$ cat config.mk
export PLATFORM = sky130hd
export DESIGN_NAME = matrix_scroller
export DESIGN_NICKNAME = d
export VERILOG_FILES = /design/src/rtl/matrix_pkg.sv /design/src/rtl/message_rom.sv /design/src/rtl/matrix_scroller.sv
export SDC_FILE = /design/constraint.sdc
export NUM_CORES = 1
export LEC_CHECK = 0
export CORE_MARGIN = 5
export CORE_UTILIZATION = 64
export DETAILED_ROUTE_END_ITERATION = 7
export PLACE_DENSITY = 0.89
export SLEW_MARGIN = 15
export SYNTH_ARGS = -nofsm -noshare
export SYNTH_HDL_FRONTEND = slang
export SYNTH_HIERARCHICAL = 1
export SYNTH_SLANG_ARGS = --single-unit
$ cat constraint.sdc
create_clock -name CLK -period 13.43 [get_ports CLK]
set_input_delay 2.686 -clock CLK [delete_from_list [all_inputs] [get_ports CLK]]
set_output_delay 2.686 -clock CLK [all_outputs]
set_load 0.05 [all_outputs]
$ cat src/rtl/matrix_pkg.sv
// rtl/matrix_pkg.sv - shared types, default geometry and width helper for the LED matrix scroller
//
// Contents:
//   state_e        scan FSM states (IDLE, DRIVE, BLANK)
//   DEF_N_COLS     default number of matrix columns
//   DEF_N_ROWS     default number of matrix rows
//   DEF_MSG_COLS   default stored message length in columns
//   addr_width()   bits needed to index 'depth' entries, never less than 1
package matrix_pkg;

    typedef enum logic [1:0] {
        ST_IDLE  = 2'd0,
        ST_DRIVE = 2'd1,
        ST_BLANK = 2'd2
    } state_e;

    localparam int DEF_N_COLS   = 5;
    localparam int DEF_N_ROWS   = 7;
    localparam int DEF_MSG_COLS = 40;

    // A single-entry table still needs a one-bit index, so clamp at 1.
    function automatic int addr_width(input int depth);
        return (depth <= 1) ? 1 : $clog2(depth);
    endfunction

endpackage

$ cat src/rtl/message_rom.sv
// rtl/message_rom.sv - combinational column-pattern table holding the scrolled message
//
// Ports:
//   addr_i  [AW-1:0]      column address within the message
//   data_o  [N_ROWS-1:0]  row pattern for that column, bit 0 is the top row
//
// The message "KELOWRD!" is stored as eight 5-column glyphs of 7 rows.
// Rows beyond the 7-row font read as 0; addresses past the font repeat
// the low address bits so larger message parameters still see a pattern.
module message_rom
    import matrix_pkg::*;
#(
    parameter int N_ROWS   = DEF_N_ROWS,
    parameter int MSG_COLS = DEF_MSG_COLS,
    parameter int AW       = addr_width(MSG_COLS)
) (
    input  logic [AW-1:0]     addr_i,
    output logic [N_ROWS-1:0] data_o
);

    logic [6:0] glyph;

    always_comb begin
        glyph = 7'(addr_i);
        case (int'(addr_i))
            // K
            0:  glyph = 7'h7F;
            1:  glyph = 7'h08;
            2:  glyph = 7'h14;
            3:  glyph = 7'h22;
            4:  glyph = 7'h41;
            // E
            5:  glyph = 7'h7F;
            6:  glyph = 7'h49;
            7:  glyph = 7'h49;
            8:  glyph = 7'h49;
            9:  glyph = 7'h41;
            // L
            10: glyph = 7'h7F;
            11: glyph = 7'h40;
            12: glyph = 7'h40;
            13: glyph = 7'h40;
            14: glyph = 7'h40;
            // O
            15: glyph = 7'h3E;
            16: glyph = 7'h41;
            17: glyph = 7'h41;
            18: glyph = 7'h41;
            19: glyph = 7'h3E;
            // W
            20: glyph = 7'h3F;
            21: glyph = 7'h40;
            22: glyph = 7'h38;
            23: glyph = 7'h40;
            24: glyph = 7'h3F;
            // R
            25: glyph = 7'h7F;
            26: glyph = 7'h09;
            27: glyph = 7'h19;
            28: glyph = 7'h29;
            29: glyph = 7'h46;
            // D
            30: glyph = 7'h7F;
            31: glyph = 7'h41;
            32: glyph = 7'h41;
            33: glyph = 7'h22;
            34: glyph = 7'h1C;
            // !
            35: glyph = 7'h00;
            36: glyph = 7'h00;
            37: glyph = 7'h5F;
            38: glyph = 7'h00;
            39: glyph = 7'h00;
            default: glyph = 7'(addr_i);
        endcase
    end

    for (genvar r = 0; r < N_ROWS; r++) begin : g_row
        if (r < 7) begin : g_font
            assign data_o[r] = glyph[r];
        end else begin : g_pad
            assign data_o[r] = 1'b0;
        end
    end

endmodule

$ cat src/rtl/matrix_scroller.sv
// rtl/matrix_scroller.sv - column-scanned LED matrix driver that scrolls a stored message
//
// Ports:
//   CLK         system clock, rising edge
//   RST         asynchronous active-high reset
//   DIV_IN      slow square wave from the divider, treated as asynchronous data
//   EN          display enable, level-sensitive
//   COL         one-hot active-low column drivers, all ones = all off
//   ROW         active-high row pattern for the driven column
//   FRAME_DONE  one-cycle pulse in the blanking cycle after the last column
//
// Each rising edge of DIV_IN produces one internal tick. A tick starts the scan
// from IDLE, or ends the current DRIVE; every DRIVE is followed by one BLANK
// cycle before the next column is driven.
module matrix_scroller
    import matrix_pkg::*;
#(
    parameter int N_COLS          = DEF_N_COLS,
    parameter int N_ROWS          = DEF_N_ROWS,
    parameter int MSG_COLS        = DEF_MSG_COLS,
    parameter int FRAMES_PER_STEP = 8
) (
    input  logic              CLK,
    input  logic              RST,
    input  logic              DIV_IN,
    input  logic              EN,
    output logic [N_COLS-1:0] COL,
    output logic [N_ROWS-1:0] ROW,
    output logic              FRAME_DONE
);

    localparam int AW = addr_width(MSG_COLS);
    localparam int CW = addr_width(N_COLS);
    localparam int FW = addr_width(FRAMES_PER_STEP + 1);

    localparam logic [CW-1:0] LAST_COL   = CW'(N_COLS - 1);
    localparam logic [AW-1:0] LAST_ADDR  = AW'(MSG_COLS - 1);
    localparam logic [AW:0]   MSG_LEN    = (AW + 1)'(MSG_COLS);
    localparam logic [FW-1:0] FRAME_LAST = FW'(FRAMES_PER_STEP - 1);

    // ------------------------------------------------------------------
    // DIV_IN synchronizer, history flop and registered rising-edge tick
    // ------------------------------------------------------------------
    logic sync1_q;
    logic sync2_q;
    logic hist_q;
    logic tick_q;

    always_ff @(posedge CLK or posedge RST) begin
        if (RST) begin
            sync1_q <= 1'b0;
            sync2_q <= 1'b0;
            hist_q  <= 1'b0;
            tick_q  <= 1'b0;
        end else begin
            sync1_q <= DIV_IN;
            sync2_q <= sync1_q;
            hist_q  <= sync2_q;
            // Registered so the FSM sees the tick one cycle after the
            // synchronized edge, giving a fixed 3-cycle input latency.
            tick_q  <= sync2_q & ~hist_q;
        end
    end

    // ------------------------------------------------------------------
    // State registers
    // ------------------------------------------------------------------
    state_e            state_q,     state_d;
    logic [CW-1:0]     col_idx_q,   col_idx_d;
    logic [AW-1:0]     offset_q,    offset_d;
    logic [FW-1:0]     frame_cnt_q, frame_cnt_d;
    logic [N_ROWS-1:0] row_q,       row_d;

    always_ff @(posedge CLK or posedge RST) begin
        if (RST) begin
            state_q     <= ST_IDLE;
            col_idx_q   <= '0;
            offset_q    <= '0;
            frame_cnt_q <= '0;
            row_q       <= '0;
        end else begin
            state_q     <= state_d;
            col_idx_q   <= col_idx_d;
            offset_q    <= offset_d;
            frame_cnt_q <= frame_cnt_d;
            row_q       <= row_d;
        end
    end

    // ------------------------------------------------------------------
    // Frame counter and scroll offset
    // ------------------------------------------------------------------
    logic frame_done;

    assign frame_done = (state_q == ST_BLANK) && (col_idx_q == LAST_COL);

    // The offset can only move in the BLANK after the last column, so any
    // frame is always rendered with one offset value from start to end.
    always_comb begin
        frame_cnt_d = frame_cnt_q;
        offset_d    = offset_q;
        if (frame_done) begin
            if (frame_cnt_q == FRAME_LAST) begin
                frame_cnt_d = '0;
                offset_d    = (offset_q == LAST_ADDR) ? '0 : offset_q + 1'b1;
            end else begin
                frame_cnt_d = frame_cnt_q + 1'b1;
            end
        end
    end

    // ------------------------------------------------------------------
    // ROM address for the column about to be driven
    // ------------------------------------------------------------------
    logic [CW-1:0]     col_next;
    logic [CW-1:0]     col_load;
    logic [AW:0]       addr_sum;
    logic [AW:0]       addr_mod;
    logic [AW-1:0]     rom_addr;
    logic [N_ROWS-1:0] rom_data;

    assign col_next = (col_idx_q == LAST_COL) ? '0 : col_idx_q + 1'b1;
    // Only IDLE->DRIVE (column 0) and BLANK->DRIVE (next column) load ROW.
    assign col_load = (state_q == ST_BLANK) ? col_next : '0;

    // offset < MSG_COLS and column < N_COLS <= MSG_COLS, so the sum fits in
    // one extra bit and a single conditional subtract performs the modulo.
    always_comb begin
        addr_sum = {1'b0, offset_d} + (AW + 1)'(col_load);
        addr_mod = (addr_sum >= MSG_LEN) ? addr_sum - MSG_LEN : addr_sum;
        rom_addr = addr_mod[AW-1:0];
    end

    message_rom #(
        .N_ROWS  (N_ROWS),
        .MSG_COLS(MSG_COLS),
        .AW      (AW)
    ) u_rom (
        .addr_i(rom_addr),
        .data_o(rom_data)
    );

    // ------------------------------------------------------------------
    // Scan FSM
    // ------------------------------------------------------------------
    always_comb begin
        state_d   = state_q;
        col_idx_d = col_idx_q;
        row_d     = row_q;
        if (!EN) begin
            // Disable wins over any tick in the same cycle.
            state_d   = ST_IDLE;
            col_idx_d = '0;
            row_d     = '0;
        end else begin
            case (state_q)
                ST_IDLE: begin
                    row_d = '0;
                    if (tick_q) begin
                        state_d   = ST_DRIVE;
                        col_idx_d = '0;
                        row_d     = rom_data;
                    end
                end
                ST_DRIVE: begin
                    if (tick_q) begin
                        state_d = ST_BLANK;
                        row_d   = '0;
                    end
                end
                ST_BLANK: begin
                    // Always exactly one cycle; a tick here is ignored.
                    state_d   = ST_DRIVE;
                    col_idx_d = col_next;
                    row_d     = rom_data;
                end
                default: begin
                    state_d   = ST_IDLE;
                    col_idx_d = '0;
                    row_d     = '0;
                end
            endcase
        end
    end

    // ------------------------------------------------------------------
    // Outputs, all derived from reset-cleared flops so RST blanks at once
    // ------------------------------------------------------------------
    always_comb begin
        COL = '1;
        if (state_q == ST_DRIVE) begin
            for (int c = 0; c < N_COLS; c++) begin
                if (col_idx_q == CW'(c)) begin
                    COL[c] = 1'b0;
                end
            end
        end
    end

    assign ROW        = row_q;
    assign FRAME_DONE = frame_done;

endmodule

# Word-level counts from Yosys, hierarchy flattened
# Cells that the tools add are included.
# word_totals
ff_bits	26
input_bits	4
out_inout_bits	13
wordCells	106
# op_classes
addsub	5
order_cmp	1
eq_ne	50
n_mux	25
n_bitwise	2
reduce_logical	14
# ops
operator	n
$pmux W7 S17	1
$eq A6 B5 Y1 const B	16
$eq A6 B6 Y1 const B	9
$eq A6 B4 Y1 const B	8
$eq A6 B3 Y1 const B	4
$mux W6	4
$mux W7	3
$pmux W7 S3	1
$eq A6 B2 Y1 const B	2
$mux W3	4
$pmux W3 S3	1
$add A6 B3 Y7	1
$ge A7 B6 Y1 const B	1
$reduce_or A7 Y1	1
$add A6 B1 Y6 const B	1
$eq A3 B2 Y1 const B	2
$eq A6 B1 Y1 const B	1
$logic_not A6 Y1	1
$mux W2	3
$ne A3 B3 Y1 const B	2
$pmux W2 S3	1
$reduce_or A2 Y1	3
$reduce_or A6 Y1	1
$sub A6 B6 Y6 const B	1
20 further kinds	25

# Logic depth before layout (Yosys ltp)
# Gate-level depths: netlist of the first run.
# depth
depth_word	13
mapped_depth	29
depth_no_buf	26

# Modules after synthesis
# Netlist of the first run, hierarchy kept.
# modules_own_cells
mod	n_inst	cells_each	area_each_um2	seq_area_each_um2
matrix_scroller	1	183	1691.6	650.6
message_rom	1	90	564.3	0.0

# Worst setup path after synthesis of the first run
# Ideal clock, no wire load.
# synth_path
path_type	register to register
from	reg col_idx_q[0]
to	reg row_q[2] (netlist: ROW[2])
setup_time_ns	0.121
arrival_ns	4.742
t_required_ns	13.309
slack_ns	8.566
stages_incl_launch_ff	29
path_buffers	2
synth_period_minus_slack_ns	4.864
cell_sequence	dfrtp_1 > inv_1 > ha_1 > nand4b_4 > nor2_1 > o31ai_1 > o21ai_0 > ha_1 > inv_1 > fa_1 > nor2b_1 > o221ai_1 > mux2i_1 > xnor2_1 > inv_1 > ha_1 > clkbuf_2 > nand2b_1 > mux2i_1 > a32oi_1 > a21oi_1 > buf_4 > xor2_1 > a32o_1 > a21oi_1 > o31ai_1 > nor3b_1 > a31oi_1 > nor2b_1
# synth_between
elab_chain_cells	12
word_cells_on_any_way	62
classes_between	3 x add/sub; 1 x order compare; 40 x eq/ne; 8 x mux; 10 x reduce/logical
# synth_rtl
item	line_no	rtl
start, declared	matrix_scroller.sv:69	logic [CW-1:0] col_idx_q, col_idx_d;
start signal, assigned	matrix_scroller.sv:83	col_idx_q <= col_idx_d;
$eq A3 B3 Y1 (*)	matrix_scroller.sv:95	assign frame_done = (state_q == ST_BLANK) && (col_idx_q == LAST_COL);
$logic_and A1 B1 Y1 (*)	matrix_scroller.sv:95	
$mux W6 (*)	matrix_scroller.sv:102	if (frame_done) begin
net offset_d[0]	matrix_scroller.sv:70	logic [AW-1:0] offset_q, offset_d;
$add A6 B3 Y7 (*)	matrix_scroller.sv:129	addr_sum = {1'b0, offset_d} + (AW + 1)'(col_load);
$sub A6 B6 Y6 or $ge A7 B6 Y1 (tied branches)	matrix_scroller.sv:130	addr_mod = (addr_sum >= MSG_LEN) ? addr_sum - MSG_LEN : addr_sum;
$mux W6 (*)	matrix_scroller.sv:130	
net addr_mod[4]	matrix_scroller.sv:118	logic [AW:0] addr_mod;
$eq A6 B3 Y1 (tied with other cells)	message_rom.sv:25	case (int'(addr_i))
$reduce_or A7 Y1 (no source line) (tied with other cells)	--	
$pmux W7 S17 (*)	message_rom.sv:25	
net rom_data[2]	matrix_scroller.sv:120	logic [N_ROWS-1:0] rom_data;
$mux W7	matrix_scroller.sv:159	if (tick_q) begin
$pmux W7 S3 (*)	matrix_scroller.sv:156	case (state_q)
$mux W7 (*)	matrix_scroller.sv:150	if (!EN) begin
end signal, assigned	matrix_scroller.sv:86	row_q <= row_d;
end, declared	matrix_scroller.sv:72	logic [N_ROWS-1:0] row_q, row_d;
# The timed path passes the listed nets; every way through them passes the cells marked *.
# A chain may end at the register's enable or synchronous reset.

# Worst setup path after layout of the first run
# Same ends and word-level chain as after synthesis.

==> impl_metrics.csv, run 1 <==
group,metric,value,unit
outcome,status,"completed",
worst_hold_path,hold_class,"flip-flop to flip-flop",
logic_synthesis,synth_seq_area_share,28.84,%
route,dr.first_iter.drc_count,162,
flow_run,cap_viol_max_count,0,
placed_design,pre_cts_ws,7.901,ns
placed_design,portBuffers,16,
clock_tree,cts_hold_buf,0,
worst_setup_path,endpoint,"ROW[2]",
timing,fin_crit,5.613,ns
timing,fin_setup_tns,0,ns
logic_synthesis,syn_area_per_cell,8.263,sq um
power_and_ir_drop,powerDensity,64.90,nW/um^2
worst_setup_path,r2r_cells,27,
floorplan,dieArea,4812,sq um
timing,grt_setup_unrepaired,"false",
timing,fmax,178.2,MHz
route,top_layer,"met4",
clock_tree,cts_tree,"built",
worst_setup_path,timing.critical_path.from,"col_idx_q[0]",
route,wl_met2,2187,microns
floorplan,start_util,67.08,%
floorplan,fp.dieH,69.37,microns
power_and_ir_drop,power.leakage,1.018,nW
clock_tree,post_cts_buffers,0,
route,drt-met1-wl,2057,microns
timing,worst-slew-pin-transition,0.9547,ns
route,wire_per_inst,14.46,microns
logic_synthesis,ys_async_sr_fraction,100.0,%
global_route,grt_pass1_wl,8404,microns
worst_setup_path,cp.required,13.66,ns
route,viasPerCell,6.040,
final_layout,fin_cells,323,
final_layout,area_growth,7.876,%
placed_design,dp_hpwl,3364,microns
worst_setup_path,critPathLaunchType,"flip-flop",
placed_design,dp.cells,319,
floorplan,io-pin-count,17,
worst_setup_path,r2r_slack,7.82,ns
floorplan,core_area,3363,sq um
global_route,antenna_found_initial,0,
clock_tree,cts-root-buf,"clkbuf_4",
logic_synthesis,syn_inst,273,
route,wl_met3,392,microns
global_route,grt_max_degree,27,
placed_design,gp_congestion,0.8691,
timing,setup_viol,0,
worst_setup_path,r2r-start,"col_idx_q[0]",
clock_tree,cts_resized,0,
logic_synthesis,synthFlopType,"dfrtp_1",
global_route,grt-ovfl-total,0,
clock_tree,cts_sinks,26,
global_route,grt_pass1_vias,1847,
clock_tree,cts.path.max_buffers,2,
clock_tree,cts-htree-levels,1,
timing,max_slew_margin,36.12,%
route,post-route-drc-count,0,
worst_setup_path,crit_buf_inv,4,
logic_synthesis,synth_cell_types,65,
clock_tree,clock_latency,0.33,ns
final_layout,drive_gt1_share,6.498,%
clock_tree,cts.reportedPaths.clkPinSlew,0.15,ns
final_layout,antenna-diode-count,0,
power_and_ir_drop,ir_drop,0.05661,mV
final_layout,nNetsFinal,294,
worst_setup_path,cp_num_cells,27,
timing,setup_ws,7.817,ns
route,drtAntennaViolNets,0,
logic_synthesis,syn-cell-area,2256,sq um
global_route,grt.total_usage,20.39,%
timing,final.setup_skew,0.002423,ns
timing,hold_violations,0,
worst_setup_path,cp_slowest_cell,"dfrtp_1",
logic_synthesis,synth_warnings,6,
worst_setup_path,cpPeakStageDelay,0.46,ns
route,firstDrtPassIters,5,
logic_synthesis,ys_ff_latch,26,
worst_setup_path,path_max_fanout,23,
timing,holdWs,0.3781,ns
timing,period_share,41.79,%
floorplan,fp.dieW,69.37,microns
timing,slew_violations,0,
final_layout,final_util,72.36,%
route,wirelength,4672,microns
logic_synthesis,syn_nets,289,
worst_setup_path,cp_top_family,"compound AO/OA/AOI/OAI gates",
worst_setup_path,r2r-end,"ROW[2]",
route,vias,1951,
worst_setup_path,cp-end-kind,"flip-flop",
worst_setup_path,path_class,"flip-flop to flip-flop",
floorplan,rows,21,
worst_setup_path,arrival,5.85,ns
logic_synthesis,synth_edf_count,0,
clock_tree,numCtsBuffers,3,
==> metrics by stage <==
stage               area, sq um  power (mW)
floorplan                  2256     0.09905
global placement           2381      0.1044
detailed placement         2381      0.1046
CTS                        2434      0.1590
global route               2434      0.1655
finish                     2434      0.1579
==> worst min path at each step <==
stage | start | to | slack, ns | cells past startpoint
final | sync1_q | sync2_q | 0.38 | 0
after global routing | sync1_q | sync2_q | 0.39 | 0
after CTS | sync1_q | sync2_q | 0.38 | 0
after detailed placement | sync1_q | sync2_q | 0.34 | 0
after global placement | sync1_q | sync2_q | 0.35 | 0
after floorplan | sync1_q | sync2_q | 0.33 | 0
==> cell usage after synthesis (all sizes together), types with 2 or more instances <==
master	instances	share of area (%)
xor2	3	1.2
a21o	3	1.0
nor2	17	2.9
a31o	2	0.78
a211oi	2	0.67
o211a	3	1.3
xnor2	5	1.9
and2	2	0.55
o311ai	2	0.78
nand3b	3	1.0
or3	2	0.55
nand3	6	1.3
clkbuf	5	1.1
nor3b	8	2.7
mux2i	3	1.5
a21oi	12	2.7
o22ai	4	1.1
a31oi	11	3.1
a32oi	3	1.2
nor2b	13	3.6
buf	14	4.0
o31ai	2	0.67
inv	18	3.0
ha	11	6.1
o21ai	17	3.8
nand2	23	3.8
o32ai	2	0.78
and3	4	1.1
nor4	3	1.1
o22a	2	0.78
nor3	10	2.4
a22oi	3	1.2
dfrtp	26	29
nand2b	10	2.8
==> layout make-up <==
class / count / area [sq um]
Sequential cell: 26 / 650.6
Fill cell: 287 / 929.6
Clock inverter: 1 / 30.03
Clock buffer: 3 / 22.52
Tap cell: 46 / 57.56
Timing Repair Buffer: 19 / 182.7
Multi-Input combinational cell: 209 / 1414
Inverter: 19 / 76.32
==> where the power goes <==
part	internal [mW]	switching (mW)	leakage, nW
combinational	0.00739	0.0124	0.639
clock	0.0302	0.0248	0.0279
sequential	0.0805	0.00269	0.351
==> cell families (layout without fill, tap and decap cells) <==
| logic type | Yosys count | count (layout) | synth area share [%] |
|---|---|---|---|
| buffers and inverters | 38 | 42 | 8.485 |
| XOR/XNOR | 8 | 8 | 3.106 |
| AO/OA/AOI/OAI | 78 | 78 | 23.91 |
| AND/OR/NAND/NOR | 107 | 107 | 26.68 |
| flip-flops | 26 | 26 | 28.84 |
| adder cells (fa/ha/maj) | 12 | 12 | 6.988 |
| multiplexers | 4 | 4 | 1.997 |
==> registers in the layout, summed over array words and instances, names as in the netlist <==
signal and flops:
col_idx_q 3, ROW 7, offset_q 6, sync2_q 1, tick_q 1, frame_cnt_q 4, hist_q 1, sync1_q 1
state_q 2
==> routing by layer <==
metal	up-vias	track usage (%)
met5	-	0
met4	0	4.121
met3	4	4.493
met2	74	32.94
met1	885	28.07
li1	988	-
==> cell usage in the layout (no fill, tap or decap), types with 8 or more instances in the layout <==
cell             instances
nand2_1                 23
ha_1                    11
clkdlybuf4s50_1         16
nor3b_1                  8
o21ai_0                 11
nor2b_1                 13
inv_1                   17
a21oi_1                 12
a31oi_1                 11
nor3_1                   9
dfrtp_1                 26
nand2b_1                10
nor2_1                  16
No activity file was read; power rests on OpenSTA's default activity.
==> run 2, diff against run 1 <==
--- a/config.mk
+++ b/config.mk
@@ -6,9 +6,9 @@
 export NUM_CORES = 1
 export LEC_CHECK = 0
 export CORE_MARGIN = 5
-export CORE_UTILIZATION = 64
+export CORE_UTILIZATION = 59
 export DETAILED_ROUTE_END_ITERATION = 7
-export PLACE_DENSITY = 0.89
+export PLACE_DENSITY = 0.83
 export SLEW_MARGIN = 15
 export SYNTH_ARGS = -nofsm -noshare
 export SYNTH_HDL_FRONTEND = slang
==> constraint.sdc (replaced) <==
create_clock -name CLK -period 5.6 [get_ports CLK]
set_input_delay 1.12 -clock CLK [delete_from_list [all_inputs] [get_ports CLK]]
set_output_delay 1.12 -clock CLK [all_outputs]
set_load 0.05 [all_outputs]
==> impl_metrics.csv, run 2 (same netlist as run 1, synthesis figures left out) <==
group,metric,value,unit
timing,setup_viol,0,
placed_design,portBuffers,16,
final_layout,final_cell_mix,"dfrtp_1 (26), nand2_1 (23), inv_1 (17)",
floorplan,fp.dieH,71.84,microns
timing,hold_violations,0,
timing,fin_crit,5.244,ns
floorplan,rows,22,
timing,slew_violations,0,
route,firstDrtPassIters,4,
worst_setup_path,path_max_fanout,12,
worst_setup_path,path_class,"flip-flop to flip-flop",
floorplan,dieArea,5160,sq um
clock_tree,clock_latency,0.27,ns
placed_design,placed_area,2391,sq um
floorplan,start_util,61.16,%
global_route,grt.total_usage,20.02,%
clock_tree,cts.path.max_buffers,2,
final_layout,antenna-diode-count,0,
route,viasPerCell,6.138,
final_layout,drive_gt1_share,8.961,%
final_layout,layout_commonest_cell,"dfrtp_1",
final_layout,nNetsFinal,296,
placed_design,gp_congestion,1.016,
placed_design,dp_hpwl,3457,microns
clock_tree,cts_sinks,26,
worst_setup_path,cp_top_family,"compound AO/OA/AOI/OAI gates",
clock_tree,cts_hold_buf,0,
outcome,status,"completed",
clock_tree,numCtsBuffers,3,
flow_run,cap_viol_max_count,0,
floorplan,core_area,3689,sq um
power_and_ir_drop,ir_drop,0.1346,mV
timing,worst-slew-pin-transition,0.9871,ns
clock_tree,cts.reportedPaths.clkPinSlew,0.09,ns
route,post-route-drc-count,0,
route,drtAntennaViolNets,0,
worst_setup_path,crit_buf_inv,4,
timing,holdWs,0.3639,ns
worst_setup_path,arrival,5.41,ns
final_layout,largest_register_ffs,7,
global_route,grt-ovfl-total,0,
timing,max_slew_margin,34.12,%
clock_tree,cts-root-buf,"clkbuf_8",
timing,fmax,190.7,MHz
worst_hold_path,hold_class,"flip-flop to flip-flop",
worst_setup_path,cp-end-kind,"flip-flop",
floorplan,fp.dieW,71.84,microns
final_layout,multi_input_area,1443,sq um
power_and_ir_drop,powerDensity,161.5,nW/um^2
power_and_ir_drop,power.leakage,1.041,nW
final_layout,area_growth,10.82,%
worst_setup_path,cp_common_cell,"inv_1",
global_route,grt_pass1_wl,8514,microns
floorplan,io-pin-count,17,
final_layout,area.sequential,650.6,sq um
placed_design,dp.cells,322,
timing,period_share,93.64,%
worst_setup_path,cp_slowest_cell,"dfrtp_1",
final_layout,final_area,2500,sq um
clock_tree,cts_tree,"built",
route,vias,2007,
worst_setup_path,cp.required,5.76,ns
worst_setup_path,cpPeakStageDelay,0.44,ns
global_route,grt_pass1_vias,1845,
timing,final.setup_skew,0.003771,ns
route,wire_per_inst,15.49,microns
final_layout,fillers,294,
global_route,grt_max_degree,27,
worst_setup_path,critPathLaunchType,"flip-flop",
final_layout,final_util,67.77,%
final_layout,fin_cells,327,
route,dr.first_iter.drc_count,208,
clock_tree,cts-htree-levels,1,
global_route,antenna_found_initial,0,
route,wirelength,5065,microns
[run 2: final timing paths]
kind,slack (ns),end,start,cells after the start
setup reg to reg,0.36,ROW[1],col_idx_q[0],26
max in group asynchronous,3.63,col_idx_q[2],RST,2
min in group asynchronous,1.38,ROW[6],RST,2
hold / removal,0.36,sync2_q,sync1_q,0
setup / recovery,0.36,ROW[1],col_idx_q[0],26
hold reg to reg,0.36,sync2_q,sync1_q,0
[run 2: cell type report]
type	instances	area share, %
multi-input combinational	209	57.71
sequential	26	26.03
timing repair buffer	21	7.958
inverter	19	3.053
tap	48	2.402
clock buffer	3	1.652
clock inverter	1	1.201
[run 2: what timing repair did]
item,4_1_cts,5_1_grt
gates resized for setup,0,10
setup buffers,0,0
endpoints found under the setup margin,0,7
[run 2: through the flow]
| stage | setup TNS, ns | total power [mW] | worst slack, ns |
|---|---|---|---|
| 3_3_place_gp | 0 | 0.2520 | 0.3495 |
| 2_1_floorplan | 0 | 0.2375 | 0.7364 |
| 5_1_grt | -0.1543 | 0.4194 | -0.06926 |
| 6_report | 0 | 0.4037 | 0.3562 |
| 4_1_cts | 0 | 0.4068 | 0.06459 |
| 3_5_place_dp | 0 | 0.2523 | 0.1332 |
[run 2: power breakdown]
group	total, mW	leakage [nW]	internal, mW	switching (mW)
clock	0.155	0.0357	0.0956	0.0595
sequential	0.196	0.351	0.193	0.00329
combinational	0.0524	0.654	0.0187	0.0337
[run 2: layer usage]
metal,global-route usage (%),wire (microns),vias to the layer above
met5,0,0,-
met3,1.823,274,6
li1,-,-,996
met1,31.13,2452,952
met4,5.428,59,0
met2,29.39,2279,53
